`src/rtl/gcd_pkg.sv`:
```
// Shared types and helpers for the gcd feeder stage.
package gcd_pkg;

  // Default operand/result width of the gcd core.
  localparam int GCD_WIDTH = 32;

  // Widest operand the bypass helper can inspect.
  localparam int MAX_OP_W = 64;

  // Job sequencing states.
  typedef enum logic [1:0] {
    IDLE = 2'd0,
    RUN  = 2'd1,
    GAP  = 2'd2
  } state_e;

  // A job bypasses the core when either operand is zero: gcd(x,0)=x, gcd(0,0)=0.
  function automatic logic is_bypass(input logic [MAX_OP_W-1:0] a,
                                     input logic [MAX_OP_W-1:0] b);
    is_bypass = (a == {MAX_OP_W{1'b0}}) || (b == {MAX_OP_W{1'b0}});
  endfunction

endpackage

```
`src/rtl/gcd_op_fifo.sv`:
```
// Flop-based operand FIFO with count-based full/empty flags.
module gcd_op_fifo
  import gcd_pkg::*;
#(
  parameter int W     = 2 * GCD_WIDTH,
  parameter int DEPTH = 4
) (
  input  logic         clk,
  input  logic         reset,
  input  logic         push,
  input  logic         pop,
  input  logic [W-1:0] din,
  output logic [W-1:0] dout,
  output logic         full,
  output logic         empty
);

  localparam int AW = (DEPTH > 1) ? $clog2(DEPTH) : 1;
  localparam int CW = AW + 1;

  logic [W-1:0]  mem_q [DEPTH];
  logic [AW-1:0] wr_ptr_q, wr_ptr_d;
  logic [AW-1:0] rd_ptr_q, rd_ptr_d;
  logic [CW-1:0] count_q, count_d;
  logic          do_push_s;
  logic          do_pop_s;

  assign full  = (count_q == CW'(DEPTH));
  assign empty = (count_q == {CW{1'b0}});
  assign dout  = mem_q[rd_ptr_q];

  // Qualify requests against the flags and compute next pointers and count.
  always_comb begin
    do_push_s = push & ~full;
    do_pop_s  = pop & ~empty;
    wr_ptr_d  = wr_ptr_q;
    rd_ptr_d  = rd_ptr_q;
    count_d   = count_q;
    if (do_push_s) begin
      wr_ptr_d = wr_ptr_q + AW'(1);
    end else begin
      wr_ptr_d = wr_ptr_q;
    end
    if (do_pop_s) begin
      rd_ptr_d = rd_ptr_q + AW'(1);
    end else begin
      rd_ptr_d = rd_ptr_q;
    end
    case ({do_push_s, do_pop_s})
      2'b10:   count_d = count_q + CW'(1);
      2'b01:   count_d = count_q - CW'(1);
      default: count_d = count_q;
    endcase
  end

  // Storage, pointers and occupancy; reset empties the FIFO.
  always_ff @(posedge clk or posedge reset) begin
    if (reset) begin
      wr_ptr_q <= {AW{1'b0}};
      rd_ptr_q <= {AW{1'b0}};
      count_q  <= {CW{1'b0}};
      for (int i = 0; i < DEPTH; i++) begin
        mem_q[i] <= {W{1'b0}};
      end
    end else begin
      wr_ptr_q <= wr_ptr_d;
      rd_ptr_q <= rd_ptr_d;
      count_q  <= count_d;
      if (do_push_s) begin
        mem_q[wr_ptr_q] <= din;
      end
    end
  end

endmodule

```
`src/rtl/gcd_feeder.sv`:
```
// Feeds queued operand pairs to the gcd core one job at a time and
// presents each result on a one-entry valid/ready output register.
module gcd_feeder
  import gcd_pkg::*;
#(
  parameter int WIDTH      = GCD_WIDTH,
  parameter int DEPTH      = 4,
  parameter int MAX_CYCLES = 4096,
  parameter int CNT_W      = 16
) (
  input  logic             clk,
  input  logic             reset,
  input  logic             in_valid,
  output logic             in_ready,
  input  logic [WIDTH-1:0] in_opa,
  input  logic [WIDTH-1:0] in_opb,
  output logic             out_valid,
  input  logic             out_ready,
  output logic [WIDTH-1:0] out_result,
  output logic [CNT_W-1:0] out_cycles,
  output logic             out_err,
  output logic [WIDTH-1:0] core_opa,
  output logic [WIDTH-1:0] core_opb,
  output logic             core_start,
  input  logic             core_done,
  input  logic [WIDTH-1:0] core_result,
  output logic             busy
);

  // Watchdog counter only needs to reach MAX_CYCLES-1 before it fires.
  localparam int          WD_W      = $clog2(MAX_CYCLES + 1);
  localparam logic [63:0] CNT_MAX   = (64'd1 << CNT_W) - 64'd1;
  localparam logic [63:0] WD_LIMIT  = 64'(MAX_CYCLES);

  // Clamp a wide cycle count into the out_cycles field.
  function automatic logic [CNT_W-1:0] sat_cnt(input logic [63:0] v);
    if (v > CNT_MAX) begin
      sat_cnt = {CNT_W{1'b1}};
    end else begin
      sat_cnt = v[CNT_W-1:0];
    end
  endfunction

  state_e             state_q, state_d;
  logic [WD_W-1:0]    cnt_q, cnt_d;
  logic               core_start_q, core_start_d;
  logic [WIDTH-1:0]   core_opa_q, core_opa_d;
  logic [WIDTH-1:0]   core_opb_q, core_opb_d;
  logic               out_valid_q, out_valid_d;
  logic [WIDTH-1:0]   out_result_q, out_result_d;
  logic [CNT_W-1:0]   out_cycles_q, out_cycles_d;
  logic               out_err_q, out_err_d;

  logic [2*WIDTH-1:0] fifo_dout_s;
  logic               fifo_full_s;
  logic               fifo_empty_s;
  logic               fifo_pop_s;
  logic [WIDTH-1:0]   head_a_s;
  logic [WIDTH-1:0]   head_b_s;
  logic               out_free_s;
  logic [63:0]        cyc_wide_s;
  logic [WD_W-1:0]    cnt_inc_s;

  gcd_op_fifo #(
    .W     (2 * WIDTH),
    .DEPTH (DEPTH)
  ) u_fifo (
    .clk   (clk),
    .reset (reset),
    .push  (in_valid & ~fifo_full_s),
    .pop   (fifo_pop_s),
    .din   ({in_opa, in_opb}),
    .dout  (fifo_dout_s),
    .full  (fifo_full_s),
    .empty (fifo_empty_s)
  );

  assign head_a_s   = fifo_dout_s[2*WIDTH-1:WIDTH];
  assign head_b_s   = fifo_dout_s[WIDTH-1:0];
  assign out_free_s = ~out_valid_q | out_ready;
  assign cyc_wide_s = 64'(cnt_q) + 64'd1;
  assign cnt_inc_s  = (cnt_q == {WD_W{1'b1}}) ? cnt_q : cnt_q + WD_W'(1);

  assign in_ready   = ~fifo_full_s;
  assign out_valid  = out_valid_q;
  assign out_result = out_result_q;
  assign out_cycles = out_cycles_q;
  assign out_err    = out_err_q;
  assign core_opa   = core_opa_q;
  assign core_opb   = core_opb_q;
  assign core_start = core_start_q;
  assign busy       = (state_q != IDLE) | ~fifo_empty_s;

  // Job sequencing: launch or bypass from IDLE, wait for done or watchdog in RUN, one low cycle in GAP.
  always_comb begin
    state_d      = state_q;
    cnt_d        = cnt_q;
    core_start_d = core_start_q;
    core_opa_d   = core_opa_q;
    core_opb_d   = core_opb_q;
    out_valid_d  = out_valid_q & ~out_ready;
    out_result_d = out_result_q;
    out_cycles_d = out_cycles_q;
    out_err_d    = out_err_q;
    fifo_pop_s   = 1'b0;
    case (state_q)
      IDLE: begin
        if (~fifo_empty_s && out_free_s) begin
          fifo_pop_s = 1'b1;
          if (is_bypass(64'(head_a_s), 64'(head_b_s))) begin
            out_valid_d  = 1'b1;
            out_result_d = head_a_s | head_b_s;
            out_cycles_d = {CNT_W{1'b0}};
            out_err_d    = 1'b0;
            state_d      = IDLE;
          end else begin
            core_opa_d   = head_a_s;
            core_opb_d   = head_b_s;
            core_start_d = 1'b1;
            cnt_d        = {WD_W{1'b0}};
            state_d      = RUN;
          end
        end else begin
          state_d = IDLE;
        end
      end
      RUN: begin
        cnt_d = cnt_inc_s;
        if (core_done) begin
          out_valid_d  = 1'b1;
          out_result_d = core_result;
          out_cycles_d = sat_cnt(cyc_wide_s);
          out_err_d    = 1'b0;
          core_start_d = 1'b0;
          state_d      = GAP;
        end else if (cyc_wide_s == WD_LIMIT) begin
          out_valid_d  = 1'b1;
          out_result_d = {WIDTH{1'b0}};
          out_cycles_d = sat_cnt(WD_LIMIT);
          out_err_d    = 1'b1;
          core_start_d = 1'b0;
          state_d      = GAP;
        end else begin
          state_d = RUN;
        end
      end
      GAP: begin
        core_start_d = 1'b0;
        state_d      = IDLE;
      end
      default: begin
        core_start_d = 1'b0;
        state_d      = IDLE;
      end
    endcase
  end

  // State, core interface and output register; reset drops any job in flight.
  always_ff @(posedge clk or posedge reset) begin
    if (reset) begin
      state_q      <= IDLE;
      cnt_q        <= {WD_W{1'b0}};
      core_start_q <= 1'b0;
      core_opa_q   <= {WIDTH{1'b0}};
      core_opb_q   <= {WIDTH{1'b0}};
      out_valid_q  <= 1'b0;
      out_result_q <= {WIDTH{1'b0}};
      out_cycles_q <= {CNT_W{1'b0}};
      out_err_q    <= 1'b0;
    end else begin
      state_q      <= state_d;
      cnt_q        <= cnt_d;
      core_start_q <= core_start_d;
      core_opa_q   <= core_opa_d;
      core_opb_q   <= core_opb_d;
      out_valid_q  <= out_valid_d;
      out_result_q <= out_result_d;
      out_cycles_q <= out_cycles_d;
      out_err_q    <= out_err_d;
    end
  end

endmodule

```
`config.mk`:
```
export PLATFORM = sky130hd
export DESIGN_NAME = gcd_feeder
export DESIGN_NICKNAME = d
export VERILOG_FILES = /design/src/rtl/gcd_pkg.sv /design/src/rtl/gcd_op_fifo.sv /design/src/rtl/gcd_feeder.sv
export SDC_FILE = /design/constraint.sdc
export NUM_CORES = 1
export LEC_CHECK = 0
export ABC_AREA = 1
export CORE_MARGIN = 10
export CORE_UTILIZATION = 60
export CTS_BUF_LIST = sky130_fd_sc_hd__clkbuf_4
export DETAILED_ROUTE_END_ITERATION = 6
export GPL_ROUTABILITY_DRIVEN = 0
export PLACE_DENSITY = 0.85
export SLEW_MARGIN = 20
export SYNTH_ARGS = -nofsm -noshare
export SYNTH_HDL_FRONTEND = slang
export SYNTH_SLANG_ARGS = --single-unit
```
`constraint.sdc`:
```
create_clock -name clk -period 20.2 [get_ports clk]
set_input_delay 4.04 -clock clk [delete_from_list [all_inputs] [get_ports clk]]
set_output_delay 4.04 -clock clk [all_outputs]
set_load 0.1 [all_outputs]
```
Word level (Yosys, flattened, before mapping)
Index checks and enable logic that the tools add are counted.

word-level totals
  register bits = 393
  input port bits = 101
  output and inout port bits = 117
  word-level logic and storage cells = 109

cells by class
  add/sub/neg operators = 6
  magnitude comparators = 4
  equal/unequal tests = 11
  muxes and demuxes = 44
  bitwise operators = 14
  reductions and logical operators = 14

operator list
  kind                                                       number
  bitwise mux 256 bit                                        1
  two-way mux 64 bit                                         3
  binary-select mux 64 bit (select 2 bit)                    1
  demux 64 bit (select 2 bit)                                1
  two-way mux 32 bit                                         4
  two-way mux 16 bit                                         5
  logical NOT 32 bit                                         2
  one-hot mux 32 bit (2 select lines)                        1
  two-way mux 13 bit                                         3
  OR 32 bit                                                  1
  one-hot mux 16 bit (2 select lines)                        1
  one-hot mux 13 bit (2 select lines)                        1
  > comparator 14 x 16 -> 1 bit (second input constant)      1
  two-way mux 1 bit                                          15
  adder 13 x 1 -> 14 bit (second input constant)             1
  equality test 14 x 13 -> 1 bit (second input constant)     1
  adder 13 x 1 -> 13 bit (second input constant)             1
  equality test 13 bit (second input constant)               1
  != test 2 bit (second input constant)                      4
  AND reduction 4 bit                                        2
  greater-or-equal comparator 3 bit (second input constant)  2
  two-way mux 2 bit                                          3
  inverter 2 -> 3 bit                                        2
  one-hot mux 1 bit (2 select lines)                         3
  19 further kinds                                           33

Logic depth before layout (Yosys ltp)
  depth after elaboration = 9
  depth in mapped cells = 17
  mapped depth without buffers = 14

Modules after synthesis
Synthesis repeated with hierarchy kept, for this count alone.

second synthesis, totals
  cells, all modules = 2412
  area, all modules = 19177.1 um^2

modules (own cells, without submodules)
  module       times used  cells an instance  area each (um^2)  seq. area each (um^2)
  gcd_op_fifo  1           1621               13105.1           6581.3
  gcd_feeder   1           791                6072.1            3203.1

Least setup slack after synthesis
Ideal clock, no wire load.

  path type = input-to-reg
  start = in out_ready
  end = reg u_fifo.count_q[2]
  library setup time = 0.124 ns
  arrival time = 5.407 ns
  data required time = 20.076 ns
  setup slack = 14.669 ns
  stages on the path = 10
  path buffers = 0
  path through = nor2_1 -> nor2_1 -> inv_1 -> nor2_1 -> ha_1 -> inv_1 -> fa_1 -> a21oi_1 -> o21ai_0 -> xnor2_1

between the ends
  word-level cells in the longest chain between the ends = 7
  elaborated cells on any way between the ends = 9
  classes of those cells = eq/ne (2); mux (3); bitwise (2); reduce/logical (2)

ends and longest elaborated chain
  element                                                                          line               RTL
  start, declared                                                                  gcd_feeder.sv:18   input logic out_ready,
  OR 1 bit *                                                                       gcd_feeder.sv:80   assign out_free_s = ~out_valid_q | out_ready;
  logical AND 1 bit *                                                              gcd_feeder.sv:108  if (~fifo_empty_s && out_free_s) begin
  two-way mux 1 bit *                                                              gcd_feeder.sv:108
  two-way mux 1 bit *                                                              gcd_feeder.sv:106  case (state_q)
  AND 1 bit *                                                                      gcd_op_fifo.sv:35  do_pop_s = pop & ~empty;
  via u_fifo.do_pop_s                                                              gcd_op_fifo.sv:26  logic do_pop_s;
  equality test 2 x 1 -> 1 bit / equality test 2 bit (equally long branches)       gcd_op_fifo.sv:49  case ({do_push_s, do_pop_s})
  one-hot mux 3 bit (2 select lines) / nonzero test 2 bit (equally long branches)  n/a
  end signal, assigned                                                             gcd_op_fifo.sv:61  count_q <= {CW{1'b0}};
  end signal, assigned                                                             gcd_op_fifo.sv:68  count_q <= count_d;
  end, declared                                                                    gcd_op_fifo.sv:24  logic [CW-1:0] count_q, count_d;

Mark *: on every way through the listed nets, which the timed path passes. The rest lies on a longest branch.
A chain may end at the register's enable or synchronous reset.

Worst setup path after layout
  start = reg u_fifo.count_q[0]
  end = out busy

between the ends
  word-level cells in the longest chain between the ends = 3

ends and longest elaborated chain
  element            line               RTL
  logical NOT 3 bit  gcd_op_fifo.sv:29  assign empty = (count_q == {CW{1'b0}});
  inverter 1 bit     gcd_feeder.sv:92   assign busy = (state_q != IDLE) | ~fifo_empty_s;
  OR 1 bit           gcd_feeder.sv:92
  end, declared      gcd_feeder.sv:27   output logic busy

Every way passes these cells.

==> flow_metrics.env <==
export IMPL_status="completed"
export IMPL_dieArea_um2=37000
export IMPL_critPathSlowestCell="clkdlybuf4s50_1"
export IMPL_finClkSkew_ns=0.0565
export IMPL_cts_tree="yes"
export IMPL_syn_area_um2=17800
export IMPL_area_growth_pct=19.7
export IMPL_cpPeakStageDelay_ns=1.02
export IMPL_ys_top_cells_by_count="nand2_1 (630), dfrtp_1 (391), mux2_2 (249)"
export IMPL_startpoint_type="register"
export IMPL_rsz0062_at_grt="false"
export IMPL_ys_seq_area_share_pct=55.0
export IMPL_final_layout_size_suffix_gt1_share_pct=20.6
export IMPL_max_slew_margin_pct=25.3
export IMPL_drt_pre_antenna_iters=6
export IMPL_maxCapViolCount=0
export IMPL_portBuffers=215
export IMPL_min_from="out_result[2]"
export IMPL_critical_path_class="reg2out"
export IMPL_postCtsSetupBuffers=0
export IMPL_yosys_register_bits=391
export IMPL_finalSetupTns_ns=0
export IMPL_clock_latency_ns=0.76
export IMPL_drt_iter0_drc=1535
export IMPL_synth_top_family_by_area="simple AND/OR/NAND/NOR gates"
export IMPL_wl_per_cell_um=19.8
export IMPL_routed_wl_mm=49.4
export IMPL_core_rowCount=63
export IMPL_grt_pass1_vias=14100
export IMPL_r2r_end="out_result[22]"
export IMPL_min_period_over_period_pct=33.3
export IMPL_core_um2=29500
export IMPL_synth_xor_area_share_pct=0.246
export IMPL_numCtsBuffers=98
export IMPL_drc=0
export IMPL_start_util_pct=60.4
export IMPL_worstSetupStartpoint="u_fifo.count_q[0]"
export IMPL_synth_compound_area_share_pct=4.48
export IMPL_required_ns=16.16
export IMPL_synth_area_leader_cell="dfrtp_1"
export IMPL_setup_viol=0
export IMPL_cts_clk_slew_worst_paths_ns=0.07
export IMPL_clk_path_buf_depth=3
export IMPL_critPathMaxFanout=3
export IMPL_cpLargestDelayFamily="buffers and inverters"
export IMPL_antenna_left=0
export IMPL_tightestPinTransition_ns=1.12
export IMPL_min_period_ns=6.72
export IMPL_via_per_inst=5.71
export IMPL_worstPathCellList="nor3_1 -> nand2_1 -> clkdlybuf4s50_1"
export IMPL_n_fill_cell=2077
export IMPL_hold_path_class="reg2reg"
export IMPL_yosys_area_share_adder_pct=0.604
export IMPL_whs_path_depth=2
export IMPL_r2r_start="u_fifo.rd_ptr_q[0]"
export IMPL_avgSynthCellArea_um2=9.84
export IMPL_synth_cells=1809
export IMPL_dp_cells=2327
export IMPL_cts_num_sinks=391
export IMPL_fmax_mhz=149
export IMPL_synth_warnings=0
export IMPL_hold_viol=0
export IMPL_die_w_um=192
export IMPL_cts_resized=0
export IMPL_layout_cells_non_filler=2494
export IMPL_synth_edff_count=0
export IMPL_finalMaxSlewViolations=0
export IMPL_placed_cell_area_um2=20100
export IMPL_postLayoutCoreUtil_pct=72.3
export IMPL_grt_pass1_wl_mm=76.5
export IMPL_cp_num_buf_inv=1
export IMPL_grt_overflow=0
export IMPL_synth_simple_area_share_pct=20.0
export IMPL_ff2ff_path_depth=15
export IMPL_grt_max_degree=109
export IMPL_nets=2146
export IMPL_yosysMostFrequentCell="nand2_1"
export IMPL_synth_top_area_share_pct=55.0
export IMPL_ys_async_sr_fraction_pct=100
export IMPL_end_kind="output pin"
export IMPL_yosys_top_cells_area="dfrtp_1 (55%), mux2_2 (16%), nand2_1 (13%), nand3_1 (4.9%), o21ai_0 (2.3%)"
export IMPL_final_area_um2=21300
export IMPL_synthFlopType="dfrtp_1"
export IMPL_h_tree_depth=3
export IMPL_synth_cell_type_count=32
export IMPL_antenna_found_initial=6
export IMPL_ios=218
export IMPL_vias=14300
export IMPL_die_h_um=192
export IMPL_cts_root_buf="clkbuf_4"
export IMPL_muxShareOfSynthArea_pct=15.7
export IMPL_cp_arrival_ns=2.68
export IMPL_dp_hpwl_mm=32.8
export IMPL_reg2reg_slack_ns=15.33
export IMPL_hold_buffers=0
export IMPL_min_to="out_result[2]"
export IMPL_globalRouteTotalUtil_pct=26.4
cell usage in the layout, fill, tap and decap left out, types with 3 or more instances in the layout:
| cell | count |
|---|---|
| nand2_1 | 630 |
| dfrtp_1 | 389 |
| mux2_2 | 249 |
| clkdlybuf4s50_1 | 215 |
| nand3_1 | 174 |
| clkbuf_4 | 141 |
| o21ai_0 | 81 |
| nor2_1 | 48 |
| inv_1 | 38 |
| a22o_1 | 28 |
| a21oi_1 | 16 |
| buf_4 | 16 |
| clkinv_1 | 15 |
| ha_1 | 7 |
| nor2_4 | 6 |
| nand4_1 | 5 |
| nand3b_1 | 5 |
| diode_2 | 4 |
| a21o_1 | 4 |
| clkinvlp_4 | 4 |
| xor2_1 | 3 |
worst min-delay path: cells and delay by family (launching register included):
family / cells / cell delay (ns)
and+or+nand+nor: 2 / 0.10
DFF: 1 / 0.34
logic make-up (layout without fill, tap and decap cells):
family          Yosys count  in the layout
simple gates            876            876
flops                   391            391
mux                     249            249
buf+inv                 146            436
compound gates          133            133
fa+ha+maj                 8              8
xor+xnor                  5              5
other cells               1              6
area by class of cell:
| cell class | count | area (um^2) | share of cell area [%] |
|---|---|---|---|
| tap | 390 | 488 | 2.29 |
| clock buffer | 141 | 1060 | 4.96 |
| antenna | 4 | 10.0 | 0.0469 |
| timing repair buffer | 232 | 2280 | 10.7 |
| multi-input combinational | 1273 | 7380 | 34.6 |
| sequential | 391 | 9790 | 45.9 |
| inverter | 41 | 161 | 0.757 |
| clock inverter | 22 | 151 | 0.710 |
sequential cells by signal, indices dropped and copies added (netlist names), 3 cells and up:
| name | cells |
|---|---|
| out_result | 32 |
| core_opa | 32 |
| out_cycles | 14 |
| u_fifo.mem_q | 256 |
| u_fifo.count_q | 3 |
| cnt_q | 13 |
| core_opb | 32 |
layer usage:
layer / share of wire (%) / global-route usage [%]
met5: 0.13 / 0
met1: 39 / 33.6
met2: 48 / 42.1
met4: 2.8 / 10.2
met3: 10 / 7.55
how the worst max path moves through the flow:
stage	to	slack, ns	depth (start not counted)
floorplan	cnt_q[0]	5.29	1
global placement	u_fifo.rd_ptr_q[1]	13.19	4
detailed placement	u_fifo.rd_ptr_q[1]	13.14	4
CTS	busy	13.44	3
global route	busy	13.33	3
finish	busy	13.48	3
metrics by stage:
| stage | hold WS, ns | setup slack (ns) |
|---|---|---|
| 2_1_floorplan | 0.469 | 5.29 |
| 3_5_place_dp | 0.457 | 13.14 |
| 3_3_place_gp | 0.452 | 13.19 |
| 4_1_cts | 0.474 | 13.44 |
| 6_report | 0.471 | 13.48 |
| 5_1_grt | 0.495 | 13.33 |
Power is left out: the tool's default activity adds up to more than one toggle a clock period on the data nets, which glitch-free logic cannot reach.
